===== config.mk =====
export PLATFORM = sky130hd
export DESIGN_NAME = panel_scan_master
export DESIGN_NICKNAME = d
export VERILOG_FILES = /design/src/rtl/panel_scan_master_pkg.sv /design/src/rtl/avl_master_port.sv /design/src/rtl/panel_scan_master.sv
export SDC_FILE = /design/constraint.sdc
export NUM_CORES = 1
export LEC_CHECK = 0
export BUFFER_PORTS_ARGS = -buffer_cell sky130_fd_sc_hd__buf_2
export CORE_UTILIZATION = 38
export DETAILED_ROUTE_END_ITERATION = 10
export SKIP_LAST_GASP = 1
export SYNTH_ARGS = -nofsm -noshare
export SYNTH_HDL_FRONTEND = slang
export SYNTH_SLANG_ARGS = --single-unit

===== constraint.sdc =====
create_clock -name clk -period 2.75 [get_ports clk]
set_clock_uncertainty 0.1 [all_clocks]
set_input_delay 0.1375 -clock clk [delete_from_list [all_inputs] [get_ports clk]]
set_output_delay 0.1375 -clock clk [all_outputs]
set_load 0.02 [all_outputs]

===== src/rtl/panel_scan_master_pkg.sv =====
// rtl/panel_scan_master_pkg.sv - panel_6 register map, lamp count and scan FSM state type.
package panel_scan_master_pkg;

  localparam logic [5:0] REG_KEY_SET    = 6'o00;
  localparam logic [5:0] REG_KEY_CLR    = 6'o01;
  localparam logic [5:0] REG_KEY2_SET   = 6'o02;
  localparam logic [5:0] REG_KEY2_CLR   = 6'o03;
  localparam logic [5:0] REG_MAINT_SET  = 6'o04;
  localparam logic [5:0] REG_MAINT_CLR  = 6'o05;
  localparam logic [5:0] REG_DATA_HI    = 6'o06;
  localparam logic [5:0] REG_DATA_LO    = 6'o07;
  localparam logic [5:0] REG_MAS        = 6'o10;
  localparam logic [5:0] REG_LAMP_FIRST = 6'o12;
  localparam logic [5:0] REG_LAMP_LAST  = 6'o25;
  localparam logic [5:0] REG_LAST       = 6'o43;

  localparam int LAMP_COUNT = 12;
  localparam int WR_STEPS   = 9;

  typedef enum logic [2:0] {
    ST_IDLE,
    ST_LATCH,
    ST_WR,
    ST_WR_WAIT,
    ST_RD,
    ST_RD_WAIT,
    ST_DONE
  } scan_state_t;

  function automatic logic [5:0] lamp_reg(input logic [3:0] idx);
    return REG_LAMP_FIRST + {2'b00, idx};
  endfunction

endpackage


===== src/rtl/avl_master_port.sv =====
// rtl/avl_master_port.sv - single-transfer Avalon-MM master handshake with start/ack toward the FSM.
module avl_master_port (
  input  logic        clk,
  input  logic        reset,
  input  logic        start,
  input  logic        start_write,
  input  logic [5:0]  start_addr,
  input  logic [31:0] start_data,
  output logic        ack,
  output logic [5:0]  m_address,
  output logic        m_write,
  output logic        m_read,
  output logic [31:0] m_writedata,
  input  logic        m_waitrequest
);

  logic req;

  assign req = m_write | m_read;
  assign ack = req & ~m_waitrequest;

  // Request registers are held untouched while stalled; they clear the cycle after completion.
  always_ff @(posedge clk or negedge reset) begin
    if (!reset) begin
      m_address   <= '0;
      m_write     <= 1'b0;
      m_read      <= 1'b0;
      m_writedata <= '0;
    end else if (start && !req) begin
      m_address   <= start_addr;
      m_write     <= start_write;
      m_read      <= ~start_write;
      m_writedata <= start_data;
    end else if (ack) begin
      m_address   <= '0;
      m_write     <= 1'b0;
      m_read      <= 1'b0;
      m_writedata <= '0;
    end
  end

endmodule


===== src/rtl/panel_scan_master.sv =====
// rtl/panel_scan_master.sv - scans and debounces front-panel switches into panel_6, reads lamps back.
module panel_scan_master
  import panel_scan_master_pkg::*;
#(
  parameter int SCAN_DIV = 50000
) (
  input  logic        clk,
  input  logic        reset,
  output logic [5:0]  m_address,
  output logic        m_write,
  output logic        m_read,
  output logic [31:0] m_writedata,
  input  logic [31:0] m_readdata,
  input  logic        m_waitrequest,
  input  logic [8:0]  sw_keys,
  input  logic [9:0]  sw_keys2,
  input  logic [4:0]  sw_maint,
  input  logic [35:0] sw_data,
  input  logic [17:0] sw_mas,
  input  logic [3:0]  lamp_addr,
  output logic [17:0] lamp_data,
  output logic        scan_busy,
  output logic        scan_done
);

  localparam int DIV_W = $clog2(SCAN_DIV);
  localparam int IN_W  = 78;

  scan_state_t state, state_n;

  logic [DIV_W-1:0] div;
  logic             tick;
  logic [IN_W-1:0]  raw, sync1, sync2, prev, stab, agree;

  logic [8:0]  stab_keys, set0, clr0, key_sh;
  logic [9:0]  stab_keys2, set1, clr1, key2_sh;
  logic [4:0]  stab_maint, set2, clr2, maint_sh;
  logic [35:0] stab_data, lat_data, data_sh;
  logic [17:0] stab_mas, lat_mas, mas_sh;
  logic [17:0] lamp [LAMP_COUNT];

  logic [3:0]  step, idx;
  logic [31:0] step_data;
  logic        step_need, last_step, last_lamp;
  logic        start, start_write, ack;
  logic [5:0]  start_addr;
  logic [31:0] start_data;
  logic        unused_rdata_hi;

  assign raw   = {sw_keys, sw_keys2, sw_maint, sw_data, sw_mas};
  assign tick  = (div == DIV_W'(SCAN_DIV - 1));
  assign agree = ~(sync2 ^ prev);

  assign stab_keys  = stab[77:69];
  assign stab_keys2 = stab[68:59];
  assign stab_maint = stab[58:54];
  assign stab_data  = stab[53:18];
  assign stab_mas   = stab[17:0];

  assign last_step       = (step == 4'(WR_STEPS - 1));
  assign last_lamp       = (idx == 4'(LAMP_COUNT - 1));
  assign scan_busy       = (state != ST_IDLE) && (state != ST_DONE);
  assign scan_done       = (state == ST_DONE);
  assign lamp_data       = (lamp_addr < 4'(LAMP_COUNT)) ? lamp[lamp_addr] : '0;
  assign unused_rdata_hi = ^m_readdata[31:18];

  // Divider and debounce run regardless of FSM state, so dropped ticks still age the samples.
  always_ff @(posedge clk or negedge reset) begin
    if (!reset) begin
      div   <= '0;
      sync1 <= '0;
      sync2 <= '0;
      prev  <= '0;
      stab  <= '0;
    end else begin
      div   <= tick ? '0 : div + 1'b1;
      sync1 <= raw;
      sync2 <= sync1;
      if (tick) begin
        prev <= sync2;
        stab <= (agree & sync2) | (~agree & stab);
      end
    end
  end

  // Write step index doubles as the panel register address 0o00..0o10.
  always_comb begin
    step_data = '0;
    step_need = 1'b0;
    case (step)
      4'd0: begin step_data = {23'b0, set0};        step_need = |set0; end
      4'd1: begin step_data = {23'b0, clr0};        step_need = |clr0; end
      4'd2: begin step_data = {22'b0, set1};        step_need = |set1; end
      4'd3: begin step_data = {22'b0, clr1};        step_need = |clr1; end
      4'd4: begin step_data = {26'b0, set2, 1'b0};  step_need = |set2; end
      4'd5: begin step_data = {26'b0, clr2, 1'b0};  step_need = |clr2; end
      4'd6: begin
        step_data = {14'b0, lat_data[35:18]};
        step_need = (lat_data[35:18] != data_sh[35:18]);
      end
      4'd7: begin
        step_data = {14'b0, lat_data[17:0]};
        step_need = (lat_data[17:0] != data_sh[17:0]);
      end
      4'd8: begin
        step_data = {14'b0, lat_mas};
        step_need = (lat_mas != mas_sh);
      end
      default: ;
    endcase
  end

  always_comb begin
    state_n     = state;
    start       = 1'b0;
    start_write = 1'b0;
    start_addr  = '0;
    start_data  = '0;
    unique case (state)
      ST_IDLE:  if (tick) state_n = ST_LATCH;
      ST_LATCH: state_n = ST_WR;
      ST_WR: begin
        if (step_need) begin
          start       = 1'b1;
          start_write = 1'b1;
          start_addr  = {2'b00, step};
          start_data  = step_data;
          state_n     = ST_WR_WAIT;
        end else if (last_step) begin
          state_n = ST_RD;
        end
      end
      ST_WR_WAIT: if (ack) state_n = last_step ? ST_RD : ST_WR;
      ST_RD: begin
        start      = 1'b1;
        start_addr = lamp_reg(idx);
        state_n    = ST_RD_WAIT;
      end
      ST_RD_WAIT: if (ack) state_n = last_lamp ? ST_DONE : ST_RD;
      ST_DONE:    state_n = ST_IDLE;
      default:    state_n = ST_IDLE;
    endcase
  end

  // Shadows follow completed writes only, so a change after LATCH shows up next scan.
  always_ff @(posedge clk or negedge reset) begin
    if (!reset) begin
      state    <= ST_IDLE;
      step     <= '0;
      idx      <= '0;
      set0     <= '0;
      clr0     <= '0;
      set1     <= '0;
      clr1     <= '0;
      set2     <= '0;
      clr2     <= '0;
      lat_data <= '0;
      lat_mas  <= '0;
      key_sh   <= '0;
      key2_sh  <= '0;
      maint_sh <= '0;
      data_sh  <= '0;
      mas_sh   <= '0;
      for (int i = 0; i < LAMP_COUNT; i++) lamp[i] <= '0;
    end else begin
      state <= state_n;
      case (state)
        ST_LATCH: begin
          set0     <= stab_keys & ~key_sh;
          clr0     <= ~stab_keys & key_sh;
          set1     <= stab_keys2 & ~key2_sh;
          clr1     <= ~stab_keys2 & key2_sh;
          set2     <= stab_maint & ~maint_sh;
          clr2     <= ~stab_maint & maint_sh;
          lat_data <= stab_data;
          lat_mas  <= stab_mas;
          step     <= '0;
          idx      <= '0;
        end
        ST_WR: if (!step_need) step <= step + 4'd1;
        ST_WR_WAIT: begin
          if (ack) begin
            step <= step + 4'd1;
            case (step)
              4'd0: key_sh          <= key_sh | set0;
              4'd1: key_sh          <= key_sh & ~clr0;
              4'd2: key2_sh         <= key2_sh | set1;
              4'd3: key2_sh         <= key2_sh & ~clr1;
              4'd4: maint_sh        <= maint_sh | set2;
              4'd5: maint_sh        <= maint_sh & ~clr2;
              4'd6: data_sh[35:18]  <= lat_data[35:18];
              4'd7: data_sh[17:0]   <= lat_data[17:0];
              4'd8: mas_sh          <= lat_mas;
              default: ;
            endcase
          end
        end
        ST_RD_WAIT: begin
          if (ack) begin
            lamp[idx] <= m_readdata[17:0];
            idx       <= idx + 4'd1;
          end
        end
        default: ;
      endcase
    end
  end

  avl_master_port u_port (
    .clk           (clk),
    .reset         (reset),
    .start         (start),
    .start_write   (start_write),
    .start_addr    (start_addr),
    .start_data    (start_data),
    .ack           (ack),
    .m_address     (m_address),
    .m_write       (m_write),
    .m_read        (m_read),
    .m_writedata   (m_writedata),
    .m_waitrequest (m_waitrequest)
  );

endmodule


# Word level (Yosys, flattened, before mapping)
# Index checks and enable logic that the tools add are counted.
[totals]
register_bits = 775
latchBits = 0
mem_bits_rw = 0
mem_count = 0
mem_bits_ro = 0
word_cells = 173
in_bits = 117
[classes]
shift = 0
multipliers = 0
order_cmp = 4
eq_ne = 25
n_div = 0
add_sub_neg = 4
n_reduce_logical = 29
n_bitwise = 33
mux = 40
[ops]
columns = ["cell", "n"]
rows = [
  ["bitwise mux 216 bit", 1],
  ["one-hot mux 18 bit (9 select lines)", 1],
  ["AND 78 bit", 2],
  ["NOT 78 bit", 2],
  ["2-to-1 mux 32 bit", 4],
  ["OR 78 bit", 1],
  ["XOR 78 bit", 1],
  ["binary-select mux 18 bit (select 4 bit)", 1],
  ["demux 18 bit (select 4 bit)", 1],
  ["2-to-1 mux 18 bit", 4],
  ["inequality test 18 bit", 3],
  ["AND 10 bit", 3],
  ["NOT 10 bit", 3],
  ["AND 9 bit", 3],
  ["NOT 9 bit", 3],
  ["AND reduction 3 bit", 7],
  ["one-hot mux 10 bit (2 select lines)", 1],
  ["one-hot mux 5 bit (2 select lines)", 2],
  ["OR reduction 10 bit", 2],
  ["2-to-1 mux 3 bit", 6],
  ["one-hot mux 3 bit (6 select lines)", 1],
  ["one-hot mux 9 bit (2 select lines)", 1],
  ["OR reduction 9 bit", 2],
  ["adder 16 x 1 -> 16 bit, second input constant", 1],
  ["other kinds (42)", 79],
]

# Logic depth before layout (Yosys ltp)
# Gate-level depths: netlist of the first run.
[logic_depth]
ltp_word = 6
depth_mapped = 12

# Modules after synthesis
# A second synthesis of the first run with hierarchy kept.
[hier_totals]
hier_cells = 2609
hier_area_um2 = 31724.2
[modules_own_cells]
columns = ["module", "cells_each", "n_inst", "area_each_um2"]
rows = [
  ["panel_scan_master", 2427, 1, 29637.2],
  ["avl_master_port", 182, 1, 2087.0],
]

# Worst setup path after synthesis of the first run
# OpenSTA, ideal clock, no wires.
[synth_path]
path_kind = "register to register"
from = "register step[0]"
to = "register u_port.m_address[4]"
setup_ns = 0.138
slack_ns = 0.316
arrival_time_ns = 2.196
path_stages_with_launch = 12
path_buffers = 2
synth_period_minus_slack_ns = 2.434
path_cell_list = "dfrtp_1 -> inv_1 -> ha_1 -> or3b_2 -> a31oi_1 -> a211oi_1 -> nand4_1 -> nand4b_1 -> and3_1 -> buf_6 -> clkbuf_1 -> o22ai_1"
[synth_between]
elab_chain_len = 6
elab_cells_between_ends = 15
classes_between = "8 x eq/ne; 4 x mux; 3 x reduce/logical"
[synth_rtl]
columns = ["element", "line", "rtl"]
rows = [
  ["start, declared", "panel_scan_master.sv:42", "logic [3:0] step, idx;"],
  ["start signal, assigned", "panel_scan_master.sv:180", "ST_WR: if (!step_need) step <= step + 4'd1;"],
  ["start signal, assigned", "panel_scan_master.sv:183", "step <= step + 4'd1;"],
  ["equality test 4 bit, or another cell as far along", "panel_scan_master.sv:90", "case (step)"],
  ["one-hot mux 1 bit (9 select lines) (*)", "panel_scan_master.sv:90", ""],
  ["2-to-1 mux 1 bit (*)", "panel_scan_master.sv:123", "if (step_need) begin"],
  ["one-hot mux 1 bit (2 select lines) (*)", "panel_scan_master.sv:119", "unique case (state)"],
  ["logical AND 1 bit (*)", "avl_master_port.sv:29", "end else if (start && !req) begin"],
  ["2-to-1 mux 6 bit / nonzero test 2 bit (equally long branches)", "n/a", ""],
  ["end signal, assigned", "avl_master_port.sv:30", "m_address <= start_addr;"],
  ["end, declared", "avl_master_port.sv:10", "output logic [5:0] m_address,"],
]
# Every way passes the cells marked *; elsewhere a longest branch is shown, timed or not.
# A chain may end at the register's enable or synchronous reset.

# Final worst setup path of the first run
[layout_path]
from = "register step[1]"
to = "register u_port.m_address[3]"
[layout_between]
elab_chain_len = 6
elab_cells_between_ends = 17
classes_between = "8 x eq/ne; 6 x mux; 3 x reduce/logical"
[layout_rtl]
columns = ["element", "line"]
rows = [
  ["equality test 4 bit, or another cell as far along", "panel_scan_master.sv:90"],
  ["one-hot mux 1 bit (9 select lines) (*)", "panel_scan_master.sv:90"],
  ["2-to-1 mux 1 bit", "panel_scan_master.sv:123"],
  ["one-hot mux 1 bit (2 select lines)", "panel_scan_master.sv:119"],
  ["logical AND 1 bit", "avl_master_port.sv:29"],
  ["2-to-1 mux 6 bit / nonzero test 2 bit (equally long branches)", "n/a"],
]
# Marks and branches as above.

==> out/metrics.cfg, run 1 <==
[synth]
synth-seq-cells = 760
netlist_instances = 2412
netlist_area_sq_mm = 0.03062
yosysWarnings = 0
syn_avg_cell_area_sq_um = 12.70
ys.flop_type = dfrtp_1
yosysSeqAreaShare_pct = 62.11
async_flop_share_pct = 100.0
synth-edff-count = 0
yosysUniqueCellTypes = 56

[cts]
htree_levels = 3
cts_buffer_depth = 3
clk-insertion-delay-late_ns = 0.65
cts_tree = built
cts_root_buf = clkbuf_16
clkSlewWorstSetupHoldPaths_ns = 0.06
cts_buffers = 82
post_cts_buffers = 0
clock-sinks = 760

[run_status]
status = finished, final reports clean

[sta]
hold_ws_ns = 0.03408
final_max_slew_viol_count = 0
setup_viol = 0
hold_viol = 0
rsz0062_at_grt = true
clock.fmax_mhz = 375.8
min_period_over_period_pct = 96.76
relSlewSlack_pct = 24.69
min_period_ns = 2.661
tightest_slew_ns = 1.127
fin_setup_tns_ns = 0

[layout]
final-instance-count-excl-fill = 3841
fin_nets = 2857
final_util_pct = 46.87
diodes = 0
drive_gt1_share_pct = 28.23
area_delta_synth_final_pct = 21.52

[floorplanning]
die_w_um = 285.9
dieHeight_um = 285.9
rows = 103
dieArea_sq_mm = 0.08172
ios = 177
start_util_pct = 38.57
coreArea_sq_mm = 0.07939

[global_routing]
grt_use_total_pct = 18.27
grt_max_degree = 84
grt_pass1_vias = 20680
grt_remaining_overflow = 0
antenna_found_initial = 0
grt_pass1_wl_um = 116700

[critical_path]
r2r_slack_ns = 0.09
critPathLaunchType = flip-flop
path_class = flip-flop to flip-flop
path_max_fanout = 7
r2r-start = step[1]$_DFFE_PN0P_
end_kind = flip-flop
r2r.worst_path.cells = 11
path_cells = inv_1 > ha_1 > or3b_2 > a31oi_1 > a211oi_1 > nand4_1 > nand4b_1 > and3_4 > buf_4 > nor2_1 > a221o_1
worst_ep_arrival_time_ns = 3.08
reg2reg_to = u_port.m_address[3]$_DFFE_PN0P_
cp.required_ns = 3.17
slowest_stage = or3b_2
cpPeakStageDelay_ns = 0.47

[route]
ant_nets = 0
via_per_inst = 5.112
drc = 0
vias = 19640
finalWirelength_um = 73490
wl_per_cell_um = 19.13
drtIter0Drc = 1604
dr.pass1.iters = 7

[power_and_ir_drop]
total_power_mw = 23.89
leakage_nw = 17.73
pwr_density_cell_mw_per_mm2 = 642.2
ir_worst_vdd_v = 0.0004600

[hold_path]
hold_end = sync1[7]$_DFF_PN0_
hold_depth = 2
hold_class = input pin to flip-flop
hold_start = sw_mas[7]

[place]
io_buffers = 147
dp_hpwl_um = 48290
place.gp.congestion = 0.8915
dp_cells = 3581

[run]
cap_violations = 0

==> worst max-delay path by stage <==
stage | from | to | slack [ns] | depth (start not counted)
floorplan | step[0]$_DFFE_PN0P_ | u_port.m_address[4]$_DFFE_PN0P_ | 0.32 | 11
global placement | step[1]$_DFFE_PN0P_ | u_port.m_writedata[12]$_DFFE_PN0P_ | 0.07 | 10
CTS | step[1]$_DFFE_PN0P_ | u_port.m_writedata[6]$_DFFE_PN0P_ | -0.01 | 10
finish | step[1]$_DFFE_PN0P_ | u_port.m_address[3]$_DFFE_PN0P_ | 0.09 | 11
detailed placement | step[1]$_DFFE_PN0P_ | u_port.m_writedata[6]$_DFFE_PN0P_ | 0.01 | 10
global route | step[1]$_DFFE_PN0P_ | u_port.m_address[3]$_DFFE_PN0P_ | -0.05 | 11
==> cells in the final DEF (no fill, tap or decap), drive strengths merged, types with 5 or more instances in the layout <==
cell type and count:
nand2 261, mux2i 19, clkinv 11, clkbuf 118, nor2 34, a21o 5, nand4 6, mux4 54
and3 10, conb 15, mux2 324, inv 88, dfrtp 760, bufinv 11, nor3 6, nand3 31
ha 10, xnor2 18, nor3b 5, and2 8, a221oi 5, o21ai 333, nand2b 49, nor4 16
dlygate4sd3 115, buf 251, a22oi 22, xor2 51, a22o 26, a21oi 89, a222oi 10
==> logic make-up after synthesis <==
group / count (synthesis) / share of synthesized area [%]
flip-flops: 760 / 62.11
AO/OA/AOI/OAI: 505 / 9.239
multiplexers: 397 / 16.51
AND/OR/NAND/NOR: 439 / 6.644
XOR/XNOR: 69 / 1.974
buffers and inverters: 231 / 3.105
other: 1 / 0.01225
adder cells (fa/ha/maj): 10 / 0.4086
==> per-stage QoR <==
stage | area [sq um] | worst slack, ns
after floorplan | 30670 | 0.3163
after global placement | 33090 | 0.06896
after detailed placement | 33090 | 0.01337
after CTS | 37180 | -0.01042
after global routing | 37210 | -0.05076
final | 37210 | 0.08901
==> worst max-delay path, delay by kind of cell, from the launching register on <==
family / cells / cell delay [ns]
buffers and inverters: 2 / 0.26
and+or+nand+nor: 5 / 1.06
AOI/OAI and AO/OA: 3 / 0.51
adders and majority gates: 1 / 0.18
DFF: 1 / 0.41
==> layer usage <==
metal / up-vias / GRT usage, % / wire length, um
li1: 9016 / - / -
met1: 10080 / 23.45 / 31370
met2: 419 / 30.70 / 36460
met3: 119 / 3.557 / 3657
met4: 0 / 6.591 / 2007
met5: - / 0 / 0
==> synthesized netlist by cell type (all sizes together), types with 19 or more instances <==
| cell type | instances | area [sq um] |
|---|---|---|
| nand3 | 31 | 155.2 |
| nand2b | 49 | 306.5 |
| o21ai | 333 | 1667 |
| buf | 37 | 222.7 |
| mux2 | 324 | 3649 |
| nand2 | 261 | 997.2 |
| mux4 | 54 | 1216 |
| nor2 | 34 | 135.1 |
| dfrtp | 760 | 19020 |
| mux2i | 19 | 190.2 |
| xor2 | 51 | 446.7 |
| inv | 85 | 319.1 |
| clkbuf | 109 | 409.1 |
| a22o | 26 | 227.7 |
| a22oi | 22 | 165.2 |
| a21oi | 89 | 445.4 |
==> report_power, final <==
part | switching, mW | internal, mW
clock | 4.56 | 7.20
sequential | 0.0864 | 11.3
combinational | 0.449 | 0.268
total | 5.10 | 18.8
==> cell type report <==
cell class / instances / area (sq um)
inverter: 85 / 319.1
timing repair buffer: 366 / 2872
multi-input combinational: 1435 / 10750
clock inverter: 27 / 504.2
tap: 1050 / 1314
clock buffer: 118 / 2429
fill: 7072 / 42180
sequential: 760 / 19020
==> repair_timing <==
item                       CTS  global route
resized for setup            0             8
setup endpoints to repair    4            24
hold buffers               115             0
hold endpoints to repair   482             0
pin swaps                    0             4
No activity file was read; power rests on OpenSTA's default activity.
==> run 2, diff against run 1 <==
--- a/config.mk
+++ b/config.mk
@@ -8,6 +8,7 @@
 export BUFFER_PORTS_ARGS = -buffer_cell sky130_fd_sc_hd__buf_2
 export CORE_UTILIZATION = 38
 export DETAILED_ROUTE_END_ITERATION = 10
+export SETUP_SLACK_MARGIN = 0.4
 export SKIP_LAST_GASP = 1
 export SYNTH_ARGS = -nofsm -noshare
 export SYNTH_HDL_FRONTEND = slang
==> out/metrics.cfg, run 2 (same netlist as run 1, synthesis figures left out) <==
[run_status]
status = complete, but fails checks
violations = design-rule violations

[place]
io_buffers = 147  ; unchanged
dp_hpwl_um = 48220  ; -0.14%
place_area_sq_mm = 0.03305  ; -0.12%
dp_cells = 3569  ; -0.34%
place.gp.congestion = 0.8886  ; -0.33%

[global_routing]
grt_pass1_vias = 20730  ; +0.28%
grt_pass1_wl_um = 118900  ; +1.9%
grt_use_total_pct = 18.59  ; +0.33 points
antenna_found_initial = 0  ; unchanged
grt_remaining_overflow = 0  ; unchanged
grt_max_degree = 93  ; +11%

[floorplanning]
die_w_um = 285.9  ; unchanged
coreArea_sq_mm = 0.07939  ; unchanged
ios = 177  ; unchanged
dieHeight_um = 285.9  ; unchanged
dieArea_sq_mm = 0.08172  ; unchanged
rows = 103  ; unchanged
start_util_pct = 38.57  ; unchanged

[critical_path]
r2r_slack_ns = 0.24  ; +0.15 ns
cpPeakStageDelay_ns = 0.45  ; -0.02 ns
cp_common_cell = buf_6
cp.required_ns = 3.18  ; about the same
reg2reg_to = u_port.m_address[2]$_DFFE_PN0P_
path_class = flip-flop to flip-flop
crit_buf_inv = 2  ; unchanged
r2r-start = step[1]$_DFFE_PN0P_
worst_ep_arrival_time_ns = 2.94  ; -0.14 ns
path_cells = buf_6 > ha_4 > nor3b_4 > a211oi_2 > nand4_1 > nand4b_1 > and3_4 > buf_6 > a22o_1 > a21o_1
path_delay_family = simple AND/OR/NAND/NOR gates
r2r.worst_path.cells = 10  ; -1
slowest_stage = dfrtp_2
critPathLaunchType = flip-flop
end_kind = flip-flop
path_max_fanout = 7  ; unchanged

[cts]
cts_buffer_depth = 3  ; unchanged
cts_root_buf = clkbuf_16
clkSlewWorstSetupHoldPaths_ns = 0.06  ; about the same
clk-insertion-delay-late_ns = 0.64  ; about the same
cts_tree = built
clock-sinks = 760  ; unchanged
cts_buffers = 83  ; +1.2%
htree_levels = 3  ; unchanged

[hold_path]
hold_end = sync1[16]$_DFF_PN0_
hold_start = sw_mas[16]
hold_depth = 2  ; unchanged
hold_class = input pin to flip-flop

[sta]
hold_viol = 0  ; unchanged
min_period_over_period_pct = 91.37  ; -5.4 points
setup_viol = 0  ; unchanged
rsz0062_at_grt = true
fin_setup_tns_ns = 0  ; unchanged
relSlewSlack_pct = 32.33  ; +7.6 points
hold_ws_ns = 0.03615  ; +0.002064 ns
final_max_slew_viol_count = 0  ; unchanged
tightest_slew_ns = 1.014  ; -0.1133 ns
clock.fmax_mhz = 398.0  ; +5.9%
min_period_ns = 2.513  ; -0.1482 ns

[route]
drtIter0Drc = 1581  ; -1.4%
vias = 19740  ; +0.53%
wl_per_cell_um = 19.42  ; +1.5%
ant_nets = 0  ; unchanged
dr.pass1.iters = 11  ; +4
via_per_inst = 5.145  ; +0.64%
drc = 5  ; +5
finalWirelength_um = 74500  ; +1.4%

[layout]
drive_gt1_share_pct = 29.42  ; +1.2 points
diodes = 0  ; unchanged
area_delta_synth_final_pct = 22.07
fin_nets = 2844  ; -0.46%
final_area_sq_mm = 0.03738  ; +0.45%
layout_common_cells = dfrtp_1, mux2_2, o21ai_0
mostFrequentLayoutCell = dfrtp_1
final-instance-count-excl-fill = 3837  ; -0.10%
final_util_pct = 47.08  ; +0.21 points

[power_and_ir_drop]
leakage_nw = 17.80  ; +0.38%
pwr_density_cell_mw_per_mm2 = 638.6  ; -0.55%
ir_worst_vdd_v = 0.0004339  ; -5.7%

[run]
cap_violations = 0  ; unchanged

-- run 2: final cells by class --
class	instances	area [sq um]
Inverter	85	321.6
Clock inverter	41	543.0
Sequential cell	760	19020
Clock buffer	114	2395
Fill cell	7070	42010
Tap cell	1050	1314
Multi-Input combinational cell	1435	10930
Timing Repair Buffer	352	2855
-- run 2: worst max-delay path by stage --
| stage | startpoint | end | slack, ns | depth (start not counted) |
|---|---|---|---|---|
| after floorplan | step[0]$_DFFE_PN0P_ | u_port.m_address[3]$_DFFE_PN0P_ | 0.34 | 11 |
| after global placement | step[1]$_DFFE_PN0P_ | u_port.m_address[1]$_DFFE_PN0P_ | -0.02 | 10 |
| after detailed placement | step[1]$_DFFE_PN0P_ | u_port.m_address[1]$_DFFE_PN0P_ | -0.1 | 10 |
| after CTS | step[1]$_DFFE_PN0P_ | u_port.m_address[2]$_DFFE_PN0P_ | 0.25 | 11 |
| after global routing | data_sh[18]$_DFFE_PN0P_ | u_port.m_address[2]$_DFFE_PN0P_ | 0.1 | 9 |
| final | step[1]$_DFFE_PN0P_ | u_port.m_address[2]$_DFFE_PN0P_ | 0.24 | 10 |
-- run 2: metrics by stage --
stage	worst slack, ns	power (mW)
3_5_place_dp	-0.09953	12.24
4_1_cts	0.2456	24.21
3_3_place_gp	-0.01902	12.21
2_1_floorplan	0.3445	11.77
6_report	0.2372	23.87
5_1_grt	0.09694	24.77
-- run 2: power breakdown --
group / switching (mW) / internal, mW / leakage, nW
Combinational: 0.453 / 0.257 / 6.14
Clock: 4.64 / 7.10 / 1.46
Sequential: 0.0918 / 11.3 / 10.2
Total: 5.19 / 18.7 / 17.8
-- run 2: what timing repair did --
| item | CTS | global route |
|---|---|---|
| hold buffers | 99 | 0 |
| resized for setup | 47 | 16 |
| buffers inserted | 9 | 4 |
| pin swaps | 16 | 3 |
| setup endpoints to repair | 120 | 302 |
| endpoints found under the hold margin | 372 | 0 |
| cloned | 1 | 0 |
-- run 2: per-layer routing --
layer | track usage, % | share of wire (%)
met3 | 3.214 | 4.7
met5 | 0 | 0
met4 | 6.417 | 3.1
met1 | 24.41 | 43
met2 | 31.09 | 49
==> run 3, diff against run 2 <==
==> constraint.sdc (replaced) <==
create_clock -name clk -period 3.2 [get_ports clk]
set_clock_uncertainty 0.1 [all_clocks]
set_input_delay 0.16 -clock clk [delete_from_list [all_inputs] [get_ports clk]]
set_output_delay 0.16 -clock clk [all_outputs]
set_load 0.02 [all_outputs]
==> out/metrics.cfg, run 3 (same netlist as run 1, synthesis figures left out) <==
[hold_path]
hold_class = input pin to flip-flop
hold_depth = 2  ; unchanged
hold_end = sync1[5]$_DFF_PN0_
hold_start = sw_mas[5]

[sta]
tightest_slew_ns = 1.162  ; +0.1479 ns
rsz0062_at_grt = true
final_max_slew_viol_count = 0  ; unchanged
hold_viol = 0  ; unchanged
fin_setup_tns_ns = 0  ; unchanged
setup_viol = 0  ; unchanged
clock.fmax_mhz = 372.5  ; -6.4%
min_period_ns = 2.685  ; +0.1720 ns
min_period_over_period_pct = 83.90  ; -7.5 points
relSlewSlack_pct = 22.38  ; -10 points
finalWorstSetupSlack_ns = 0.5152  ; +0.2780 ns

[route]
drc = 0  ; -5
wl_per_cell_um = 18.76  ; -3.4%
via_per_inst = 5.129  ; -0.32%
finalWirelength_um = 71120  ; -4.5%
ant_nets = 0  ; unchanged
drtIter0Drc = 1170  ; -26%
vias = 19450  ; -1.5%
dr.pass1.iters = 7  ; -4

[layout]
drive_gt1_share_pct = 27.75  ; -1.7 points
filler_cell_count = 7075  ; +0.071%
diodes = 0  ; unchanged
mostFrequentLayoutCell = dfrtp_1
area_delta_synth_final_pct = 19.98
final-instance-count-excl-fill = 3792  ; -1.2%
seqCellArea_sq_mm = 0.01902  ; unchanged
layout_common_cells = dfrtp_1, o21ai_0, mux2_2
fin_nets = 2800  ; -1.5%
multiInputGateArea_sq_mm = 0.01077  ; -1.4%

[cts]
clk-insertion-delay-late_ns = 0.64  ; about the same
htree_levels = 3  ; unchanged
clock-sinks = 760  ; unchanged
cts_tree = built
cts_root_buf = clkbuf_16
clkSlewWorstSetupHoldPaths_ns = 0.06  ; about the same
cts_buffers = 82  ; -1.2%
cts_buffer_depth = 3  ; unchanged

[critical_path]
reg2reg_to = u_port.m_address[1]$_DFFE_PN0P_
path_class = flip-flop to flip-flop
critPathLaunchType = flip-flop
path_max_fanout = 5  ; -2
cp.required_ns = 3.60  ; +0.42 ns
worst_ep_arrival_time_ns = 3.09  ; +0.15 ns
r2r.worst_path.cells = 11  ; +1
r2r-start = step[1]$_DFFE_PN0P_
r2r_slack_ns = 0.52  ; +0.28 ns
end_kind = flip-flop

[global_routing]
grt_pass1_vias = 20040  ; -3.4%
grt_use_total_pct = 17.68  ; -0.91 points
antenna_found_initial = 0  ; unchanged
grt_remaining_overflow = 0  ; unchanged
grt_max_degree = 87  ; -6.5%
grt_pass1_wl_um = 113200  ; -4.9%

[floorplanning]
rows = 103  ; unchanged
dieHeight_um = 285.9  ; unchanged
start_util_pct = 38.57  ; unchanged
coreArea_sq_mm = 0.07939  ; unchanged
ios = 177  ; unchanged
die_w_um = 285.9  ; unchanged
dieArea_sq_mm = 0.08172  ; unchanged

[power_and_ir_drop]
ir_worst_vdd_v = 0.0003896  ; -10%
pwr_density_cell_mw_per_mm2 = 552.9  ; -13%
leakage_nw = 17.46  ; -1.9%

[place]
io_buffers = 147  ; unchanged
dp_hpwl_um = 47330  ; -1.8%
place.gp.congestion = 0.8847  ; -0.44%
pre_cts_ws_ns = 0.2661  ; +0.3656 ns
dp_cells = 3536  ; -0.92%

[run]
cap_violations = 0  ; unchanged

[run_status]
status = finished, final reports clean

-- run 3: cell count changes in the layout (fill, tap and decap cells not counted), sizes merged --
cell / previous run / this run
clkinv: 23 / 21
buf: 252 / 210
bufbuf: 1 / 0
inv: 91 / 88
and3: 10 / 11
clkinvlp: 2 / 9
clkbuf: 114 / 111
bufinv: 10 / 9
dlygate4sd3: 99 / 98
-- run 3: worst max-delay path, stage by stage (launching register included) --
cell      delay, ns
dfrtp_2        0.45
inv_2          0.08
ha_2           0.18
or3b_2         0.47
a31oi_1        0.18
a211oi_1       0.08
nand4_1        0.12
nand4b_1       0.12
buf_4          0.16
and3_4         0.25
nor3_2         0.07
a221o_1        0.31
-- run 3: worst max-delay path by stage --
stage | from | endpoint | slack, ns | depth (start not counted)
final | step[1]$_DFFE_PN0P_ | u_port.m_address[1]$_DFFE_PN0P_ | 0.52 | 11
after floorplan | step[0]$_DFFE_PN0P_ | u_port.m_address[4]$_DFFE_PN0P_ | 0.77 | 11
after global placement | step[0]$_DFFE_PN0P_ | u_port.m_address[1]$_DFFE_PN0P_ | 0.37 | 10
after detailed placement | step[1]$_DFFE_PN0P_ | u_port.m_address[1]$_DFFE_PN0P_ | 0.27 | 10
after CTS | state[2]$_DFFE_PN0P_ | lamp[136]$_DFFE_PN0P_ | 0.42 | 7
after global routing | state[2]$_DFFE_PN0P_ | lamp[134]$_DFFE_PN0P_ | 0.38 | 7
-- run 3: power breakdown --
part / internal [mW] / total (mW) / switching, mW / leakage (nW)
clock: 5.97 / 9.92 / 3.95 / 1.41
sequential: 9.73 / 9.80 / 0.0709 / 10.2
combinational: 0.216 / 0.593 / 0.378 / 5.84
total: 15.9 / 20.3 / 4.40 / 17.5
-- run 3: stage by stage --
stage                     area (sq um)  hold WS (ns)  utilization (%)  power, mW
after floorplan                  30670       -0.2356                -      10.11
after global placement           32770        0.1547            41.27      10.48
after detailed placement         32770        0.1659            41.27      10.50
after CTS                        36660       0.01237            46.18      20.61
after global routing             36740       0.03170            46.28      21.08
final                            36740       0.05395            46.28      20.31
-- run 3: cell type report --
cell class / instances / area share [%]
inverter: 85 / 0.8684
multi-input combinational: 1436 / 29.32
clock inverter: 42 / 1.495
timing repair buffer: 308 / 6.539
tap: 1050 / 3.576
sequential: 760 / 51.77
clock buffer: 111 / 6.430
-- run 3: timing repair --
| action | in CTS | in global routing |
|---|---|---|
| gates cloned | 0 | 1 |
| hold buffers | 98 | 0 |
| resized for setup | 2 | 12 |
| endpoints found under the hold margin | 361 | 0 |
| endpoints found under the setup margin | 22 | 111 |
| buffers inserted | 0 | 4 |
-- run 3: per-layer routing --
metal	vias up	wire, um	GRT usage, %
li1	8939	-	-
met1	9943	30450	22.94
met2	442	35330	29.66
met3	125	3642	3.748
met4	0	1695	5.401
met5	-	0	0
